==> config.mk <==
export PLATFORM = sky130hd
export DESIGN_NAME = ctrl_req_sched
export DESIGN_NICKNAME = d
export VERILOG_FILES = /design/src/rtl/ctrl_req_sched.sv
export SDC_FILE = /design/constraint.sdc
export NUM_CORES = 1
export LEC_CHECK = 0
export ABC_AREA = 1
export BUFFER_PORTS_ARGS = -buffer_cell sky130_fd_sc_hd__buf_4
export CAP_MARGIN = 10
export CORE_AREA = 2 2 283 285
export DETAILED_ROUTE_END_ITERATION = 12
export DIE_AREA = 0 0 285 287
export PLACE_DENSITY = 0.51
export RECOVER_POWER = 25
export SLEW_MARGIN = 5
export SYNTH_ARGS = -nofsm -noshare
export SYNTH_HDL_FRONTEND = slang
export SYNTH_SLANG_ARGS = --single-unit
export TNS_END_PERCENT = 1
==> constraint.sdc <==
create_clock -name clk -period 1.9 [get_ports clk]
set_input_delay 0.38 -clock clk [delete_from_list [all_inputs] [get_ports clk]]
set_output_delay 0.38 -clock clk [all_outputs]
set_load 0.02 [all_outputs]
==> src/rtl/ctrl_req_sched.sv <==
// ctrl_req_sched: shares the class-request control block between two
// requesters (0 = USB setup stage, 1 = local configuration).
//
// Handshake: reqN_ready is combinational and high only while idle, for the
// granted requester, and only while reqN_valid is high. A request transfers
// on the rising edge where valid && ready. The requester holds valid, setup
// and params stable until that edge and may change them freely afterwards.
// Each accepted request ends with a single-cycle reqN_done, with reqN_err and
// reqN_rdata updated on the same edge and held until that requester's next done.
module ctrl_req_sched #(
  parameter int START_TO = 16,
  parameter int RUN_TO   = 1024,
  parameter int CNT_W    = 16
) (
  input  logic        clk,
  input  logic        rst,
  input  logic        req0_valid,
  input  logic [63:0] req0_setup,
  input  logic [31:0] req0_param32,
  input  logic [63:0] req0_param64,
  output logic        req0_ready,
  output logic        req0_done,
  output logic        req0_err,
  output logic [63:0] req0_rdata,
  input  logic        req1_valid,
  input  logic [63:0] req1_setup,
  input  logic [31:0] req1_param32,
  input  logic [63:0] req1_param64,
  output logic        req1_ready,
  output logic        req1_done,
  output logic        req1_err,
  output logic [63:0] req1_rdata,
  output logic        ctl_enable,
  output logic [63:0] ctl_data,
  output logic [31:0] ctl_param32,
  output logic [63:0] ctl_param64,
  input  logic        ctl_busy,
  input  logic [15:0] ctl_out16,
  input  logic [31:0] ctl_out32,
  input  logic [63:0] ctl_out64,
  output logic [1:0]  dbg_state
);

  typedef enum logic [1:0] {
    S_IDLE      = 2'd0,
    S_WAIT_BUSY = 2'd1,
    S_RUN       = 2'd2,
    S_DONE      = 2'd3
  } state_t;

  state_t           state, state_d;
  logic [CNT_W-1:0] cnt, cnt_d;
  logic             last_grant;
  logic             cur_id;
  logic             grant;
  logic             accept;
  logic [7:0]       sel_type;
  logic             enable_d;
  logic             finish;
  logic             fin_err;
  logic             fin_id;
  logic [63:0]      fin_rdata;
  logic [63:0]      resp_data;

  assign dbg_state = state;

  // Round-robin arbitration and the combinational ready outputs
  always_comb begin
    grant = 1'b0;
    if (req0_valid && req1_valid) grant = ~last_grant;
    else if (req1_valid)          grant = 1'b1;
    accept     = rst && (state == S_IDLE) && (req0_valid || req1_valid);
    req0_ready = accept && !grant;
    req1_ready = accept && grant;
    sel_type   = grant ? req1_setup[63:56] : req0_setup[63:56];
  end

  // Width-selected response from the latched setup word (direction, wLength)
  always_comb begin
    resp_data = '0;
    if (ctl_data[63]) begin
      if (ctl_data[15:0] <= 16'd2)      resp_data = {48'h0, ctl_out16};
      else if (ctl_data[15:0] <= 16'd4) resp_data = {32'h0, ctl_out32};
      else                              resp_data = ctl_out64;
    end
  end

  // Next-state logic, timeout counting and completion decode
  always_comb begin
    state_d   = state;
    cnt_d     = cnt;
    enable_d  = ctl_enable;
    finish    = 1'b0;
    fin_err   = 1'b0;
    fin_rdata = '0;
    fin_id    = (state == S_IDLE) ? grant : cur_id;
    case (state)
      S_IDLE: begin
        if (accept) begin
          cnt_d = '0;
          if (sel_type[6:5] != 2'b01) begin
            // Not a class request: reject without touching the control block
            state_d = S_DONE;
            finish  = 1'b1;
            fin_err = 1'b1;
          end else begin
            enable_d = 1'b1;
            state_d  = S_WAIT_BUSY;
          end
        end
      end
      S_WAIT_BUSY: begin
        if (ctl_busy) begin
          enable_d = 1'b0;
          cnt_d    = '0;
          state_d  = S_RUN;
        end else if (cnt == CNT_W'(START_TO - 1)) begin
          enable_d = 1'b0;
          finish   = 1'b1;
          fin_err  = 1'b1;
          state_d  = S_DONE;
        end else begin
          cnt_d = cnt + 1'b1;
        end
      end
      S_RUN: begin
        if (!ctl_busy) begin
          finish    = 1'b1;
          fin_rdata = resp_data;
          state_d   = S_DONE;
        end else if (cnt == CNT_W'(RUN_TO - 1)) begin
          finish  = 1'b1;
          fin_err = 1'b1;
          state_d = S_DONE;
        end else begin
          cnt_d = cnt + 1'b1;
        end
      end
      S_DONE: begin
        state_d = S_IDLE;
      end
      default: begin
        state_d = S_IDLE;
      end
    endcase
  end

  // State, latched request, and per-requester registered completion
  always_ff @(posedge clk) begin
    if (!rst) begin
      state       <= S_IDLE;
      cnt         <= '0;
      last_grant  <= 1'b1;
      cur_id      <= 1'b0;
      ctl_enable  <= 1'b0;
      ctl_data    <= '0;
      ctl_param32 <= '0;
      ctl_param64 <= '0;
      req0_done   <= 1'b0;
      req0_err    <= 1'b0;
      req0_rdata  <= '0;
      req1_done   <= 1'b0;
      req1_err    <= 1'b0;
      req1_rdata  <= '0;
    end else begin
      state      <= state_d;
      cnt        <= cnt_d;
      ctl_enable <= enable_d;
      req0_done  <= finish && !fin_id;
      req1_done  <= finish && fin_id;
      if (accept) begin
        ctl_data    <= grant ? req1_setup   : req0_setup;
        ctl_param32 <= grant ? req1_param32 : req0_param32;
        ctl_param64 <= grant ? req1_param64 : req0_param64;
        last_grant  <= grant;
        cur_id      <= grant;
      end
      if (finish && !fin_id) begin
        req0_err   <= fin_err;
        req0_rdata <= fin_rdata;
      end
      if (finish && fin_id) begin
        req1_err   <= fin_err;
        req1_rdata <= fin_rdata;
      end
    end
  end

endmodule

After elaboration in Yosys (flattened, before gate mapping)
Cells that the tools add are included.
{ "word_totals": {"ff_bits": 313, "input_bits": 437, "output_inout_bits": 297} }
{ "classes": {"addsub": 1, "magnitude_cmp": 2, "n_eq_ne": 13, "mux": 39, "n_bitwise": 1, "n_reduce_logical": 16} }
{ "op_table": {"columns": ["cell", "n"], "rows": [
  ["64-bit 2-to-1 mux", 7],
  ["16-bit 2-to-1 mux", 5],
  ["16-bit case mux with 3 select lines", 1],
  ["32-bit 2-to-1 mux", 1],
  ["16-bit by 1-bit adder with 16-bit output (second input constant)", 1],
  ["16-bit by 10-bit == test with 1-bit output (second input constant)", 1],
  ["16-bit by 4-bit == test with 1-bit output (second input constant)", 1],
  ["16-bit by 2-bit less-or-equal comparator with 1-bit output (second input constant)", 1],
  ["16-bit by 3-bit less-or-equal comparator with 1-bit output (second input constant)", 1],
  ["1-bit 2-to-1 mux", 14],
  ["2-bit 2-to-1 mux", 6],
  ["3-bit inequality test (second input constant)", 3],
  ["2-bit inequality test (second input constant)", 4],
  ["2-bit case mux with 4 select lines", 1],
  ["1-bit logical AND", 7],
  ["7-bit 2-to-1 mux", 1],
  ["1-bit case mux with 3 select lines", 2],
  ["5-bit AND reduction", 1],
  ["2-bit == test (second input constant)", 2],
  ["4-bit AND reduction", 1],
  ["3-bit AND reduction", 1],
  ["3-bit nonzero test", 1],
  ["2-bit by 1-bit == test with 1-bit output (second input constant)", 1],
  ["1-bit zero test", 2],
  ["6 further kinds", 6]
]} }

Logic depth before layout (Yosys ltp)
{ "logic_depth": {"depth_word": 8, "depth_mapped": 15, "depth_no_buf": 13} }

Worst setup path after synthesis
Ideal clock, no wire load.
{ "synth_path": {"path_kind": "flip-flop to flip-flop", "startpoint": "reg state[0], in the netlist dbg_state[0]", "endpoint": "reg ctl_data[47]", "setup_ns": 0.074, "arrival_time_ns": 2.008, "required_time_ns": 1.826, "setup_slack_ns": -0.183, "stages_incl_launch_ff": 10, "n_path_buf": 4, "synth_period_minus_slack_ns": 2.083, "cell_sequence": "dfxtp_1 > inv_1 > ha_1 > buf_2 > nand3_2 > buf_4 > clkbuf_1 > clkbuf_1 > nand2_1 > a31oi_1"} }
{ "synth_via": {"elab_chain_len": 3} }
{ "synth_lines": {"columns": ["item", "line", "text"], "rows": [
  ["start: declaration", "51", "state_t state, state_d;"],
  ["start signal: assignment", "166", "state <= state_d;"],
  ["2-bit zero test", "72", "accept = rst && (state == S_IDLE) && (req0_valid || req1_valid);"],
  ["1-bit logical AND (2 in a row)", "72", null],
  ["end signal: assignment", "172", "ctl_data <= grant ? req1_setup : req0_setup;"],
  ["end: declaration", "34", "output logic [63:0] ctl_data,"]
]} }
No other way between the ends.
A chain may end at the register's enable or synchronous reset.

Worst setup path after layout
{ "layout_path": {"startpoint": "reg state[0], in the netlist dbg_state[0]", "endpoint": "out req0_ready"} }
{ "layout_via": {"elab_chain_len": 4} }
{ "layout_lines": {"columns": ["item", "line", "text"], "rows": [
  ["2-bit zero test", "72", null],
  ["1-bit logical AND (2 in a row)", "72", null],
  ["1-bit logical AND", "73", "req0_ready = accept && !grant;"],
  ["end: declaration", "21", "output logic req0_ready,"]
]} }
No other way between the ends.

==> results.sh <==
export IMPL_result_of_the_run="finished, violations left"
export IMPL_failed_checks="setup timing"
export IMPL_synth_seq_cells=313
export IMPL_critical_path_max_stage_delay_ps=320
export IMPL_design_final_nets=3456
export IMPL_syn2layout_area_growth_pct=64.6
export IMPL_endpoint_kind="output port"
export IMPL_reg2reg_from="dbg_state[0]"
export IMPL_crit_required_ps=1520
export IMPL_initial_utilization_pct=18.1
export IMPL_final_period_utilization_pct=111
export IMPL_max_clock_freq_mhz=476
export IMPL_first_global_vias=16000
export IMPL_worst_pin_slew_ps=696
export IMPL_ir_drop_mv=0.485
export IMPL_power_per_cell_area_mw_per_mm2=1300
export IMPL_htreeDepth=2
export IMPL_worst_slew_margin_rel_pct=53.6
export IMPL_timing_critical_path_from_type="flip-flop"
export IMPL_postSynth_asyncResetShare_pct=0
export IMPL_setup_total_negative_slack_ps=-4710
export IMPL_grt_pass1_wl_um=99900
export IMPL_clockBufferDepth=3
export IMPL_cp_data_arrival_time_ps=1720
export IMPL_synth_top_cell_by_area="sky130_fd_sc_hd__dfxtp_1"
export IMPL_postRouteWirelength_um=68600
export IMPL_detailroute_via_count=16600
export IMPL_synthesized_netlist_cell_count=2177
export IMPL_finish_instance_area_mm2=0.0234
export IMPL_top_level_i_o_count=734
export IMPL_netSwitchingFraction_pct=40.2
export IMPL_tritoncts_num_buffers=41
export IMPL_finalCoreUtilization_pct=29.8
export IMPL_io_buffer_count=733
export IMPL_seq_power_share_pct=30.0
export IMPL_yosys_cell_types_count=37
export IMPL_final_hold_vio_count=0
export IMPL_worstSetupStartpoint="dbg_state[0]"
export IMPL_insertion_delay_to_the_later_sink_of_the_worst_skew_pair_ps=550
export IMPL_tritoncts="built"
export IMPL_layout_min_cycle_time_ps=2100
export IMPL_setup_violations=74
export IMPL_class_of_the_most_critical_setup_path="flip-flop to output port"
export IMPL_path_cells="inv_2, ha_4, nand3_4, buf_6, a21oi_4, buf_6, buf_6"
export IMPL_power_report_internal_total_mw=18.3
export IMPL_static_leak_nw=11.2
export IMPL_crit_path_max_fanout=4
export IMPL_report_final_slew_viol_count=0
export IMPL_critical_path_most_common_cell="sky130_fd_sc_hd__buf_6"
export IMPL_design_die_area_mm2=0.0818
export IMPL_most_common_layout_cells="sky130_fd_sc_hd__nand2_1 (825), sky130_fd_sc_hd__buf_4 (763), sky130_fd_sc_hd__dfxtp_1 (311), sky130_fd_sc_hd__nor2_1 (293), sky130_fd_sc_hd__inv_1 (219)"
export IMPL_reported_max_cap_violation_count=0
export IMPL_grt_setup_unrepaired="yes"
export IMPL_drtIter0Drc=780
export IMPL_grt_remaining_overflow=0
export IMPL_dpl_cell_count=4001
export IMPL_place_gp_congestion=0.839
export IMPL_dp_area_mm2=0.0221
export IMPL_die_width_um=285
export IMPL_buffers_plus_inverters_on_the_worst_setup_path=4
export IMPL_floorplan_core_area_mm2=0.0786
export IMPL_drt_vias_per_instance=4.06
export IMPL_grt_start_max_net_pins=127
export IMPL_worst_hold_slack_ps=46.2
export IMPL_yosys_warnings=0
export IMPL_place_hpwl_um=52800
export IMPL_timing_hold_worst_class="input pin to flip-flop"
export IMPL_postSynthNetCount=2620
export IMPL_dominantRegCellSynth="sky130_fd_sc_hd__dfxtp_1"
export IMPL_critPathSlowestCell="sky130_fd_sc_hd__dfxtp_2"
export IMPL_netlist_top_cells_area="sky130_fd_sc_hd__dfxtp_1 (44%), sky130_fd_sc_hd__nand2_1 (22%), sky130_fd_sc_hd__nor2_1 (8.1%)"
export IMPL_post_synth_cell_area_avg_um2=6.54
export IMPL_die_height_um=287
export IMPL_cts_sinks=313
export IMPL_grtUsageTotal_pct=15.9
export IMPL_finClkSkew_ps=13.5
export IMPL_syn_area_mm2=0.0142
export IMPL_detail_route_antenna_nets=0
export IMPL_cts_root_buf="sky130_fd_sc_hd__clkbuf_16"
export IMPL_clkTransAtPathRegs_ps=60
export IMPL_final_common_cell="sky130_fd_sc_hd__nand2_1"
export IMPL_hold_path_startpoint="req0_setup[21]"
export IMPL_p_clk_share_pct=24.9
export IMPL_drt_pass_1_iters=5
export IMPL_combPwrFrac_pct=45.1
export IMPL_critPathTopFamily="buffers and inverters"
export IMPL_final_cells=4096
export IMPL_wire_per_inst_um=16.7
export IMPL_final_layout_size_suffix_gt1_share_pct=31.0
export IMPL_post_synth_edffs=0
export IMPL_finalWorstSetupSlack_ps=-201
export IMPL_row_count=103
export IMPL_synth_sequential_area_ratio_pct=44.0
export IMPL_synth_top_area_share_pct=44.0
export IMPL_post_layout_total_power_mw=30.5
export IMPL_drc=0
export IMPL_switchingPower_mw=12.3
export IMPL_grt_antenna_before_repair=12
export IMPL_dp_slack_ps=-175
export IMPL_filler_cell_count=8747
-- tightest hold or removal path, delay by kind of cell --
family                 cells  cell delay, ps
AND/OR/NAND/NOR            1              50
buffers and inverters      1              80
AO/OA/AOI/OAI              1              50
-- logic make-up after synthesis --
group	share of synthesized area, %
and+or+nand+nor	34.5
buffers and inverters	10.6
DFF	44.0
AOI/OAI and AO/OA	10.2
adders and majority gates	0.527
muxes	0.0703
-- sequential cells by signal (all words and copies together), names as in the netlist, 2 cells and up --
register,count
cnt,16
ctl_param32,32
dbg_state,2
req1_rdata,64
ctl_param64,64
ctl_data,64
req0_rdata,64
-- power by group through the flow --
stage	registers, mW	logic (mW)	clock network, mW
5_1_grt	9.34	15.2	8.11
6_report	9.15	13.8	7.61
4_1_cts	9.16	14.1	7.89
2_1_floorplan	11.1	5.36	0
3_3_place_gp	9.25	13.9	0
3_5_place_dp	9.26	13.9	0
-- cell type report --
cell class,count,area (um^2),area share (%)
well taps,1050,1310,5.60
inverters,232,878,3.75
clock inverters,12,93.8,0.400
diodes,4,10.0,0.0427
flip-flops and latches,313,6270,26.7
multi-input cells,1499,6660,28.4
clock buffers,60,1210,5.15
repair buffers,926,7010,29.9
-- Yosys cell counts (all sizes together), types with 6 or more instances --
library cell,number
buf,60
o21ai,60
a22oi,7
clkbuf,73
nor2,310
nand2,841
inv,230
dfxtp,313
nand4,28
ha,6
nand3,56
a31oi,152
a21oi,21
-- per-layer routing --
| layer | wire, um | global-route usage (%) | up-vias | part of all wire [%] |
|---|---|---|---|---|
| met2 | 33600 | 28.1 | 554 | 49 |
| li1 | - | - | 8466 | - |
| met1 | 28500 | 19.1 | 7542 | 42 |
| met4 | 1440 | 3.36 | 2 | 2.1 |
| met5 | 13 | 0 | - | 0.019 |
| met3 | 5000 | 4.34 | 79 | 7.3 |
-- worst paths after layout --
| kind | to | slack (ps) | cells after the start |
|---|---|---|---|
| max reg2reg | req1_rdata[10] | -90 | 15 |
| max | req0_ready | -200 | 7 |
| min reg2reg | ctl_param32[16] | 450 | 2 |
| min | ctl_data[21] | 50 | 3 |
-- what timing repair did --
| action | in CTS | in global routing |
|---|---|---|
| gates cloned | 0 | 1 |
| hold buffers | 1 | 0 |
| resized for setup | 27 | 53 |
| setup buffers | 10 | 7 |
| hold endpoints to repair | 1 | 0 |
| setup endpoints to repair | 277 | 215 |
| pin swaps | 4 | 18 |
Note: power is estimated with default switching activity, not from simulation.
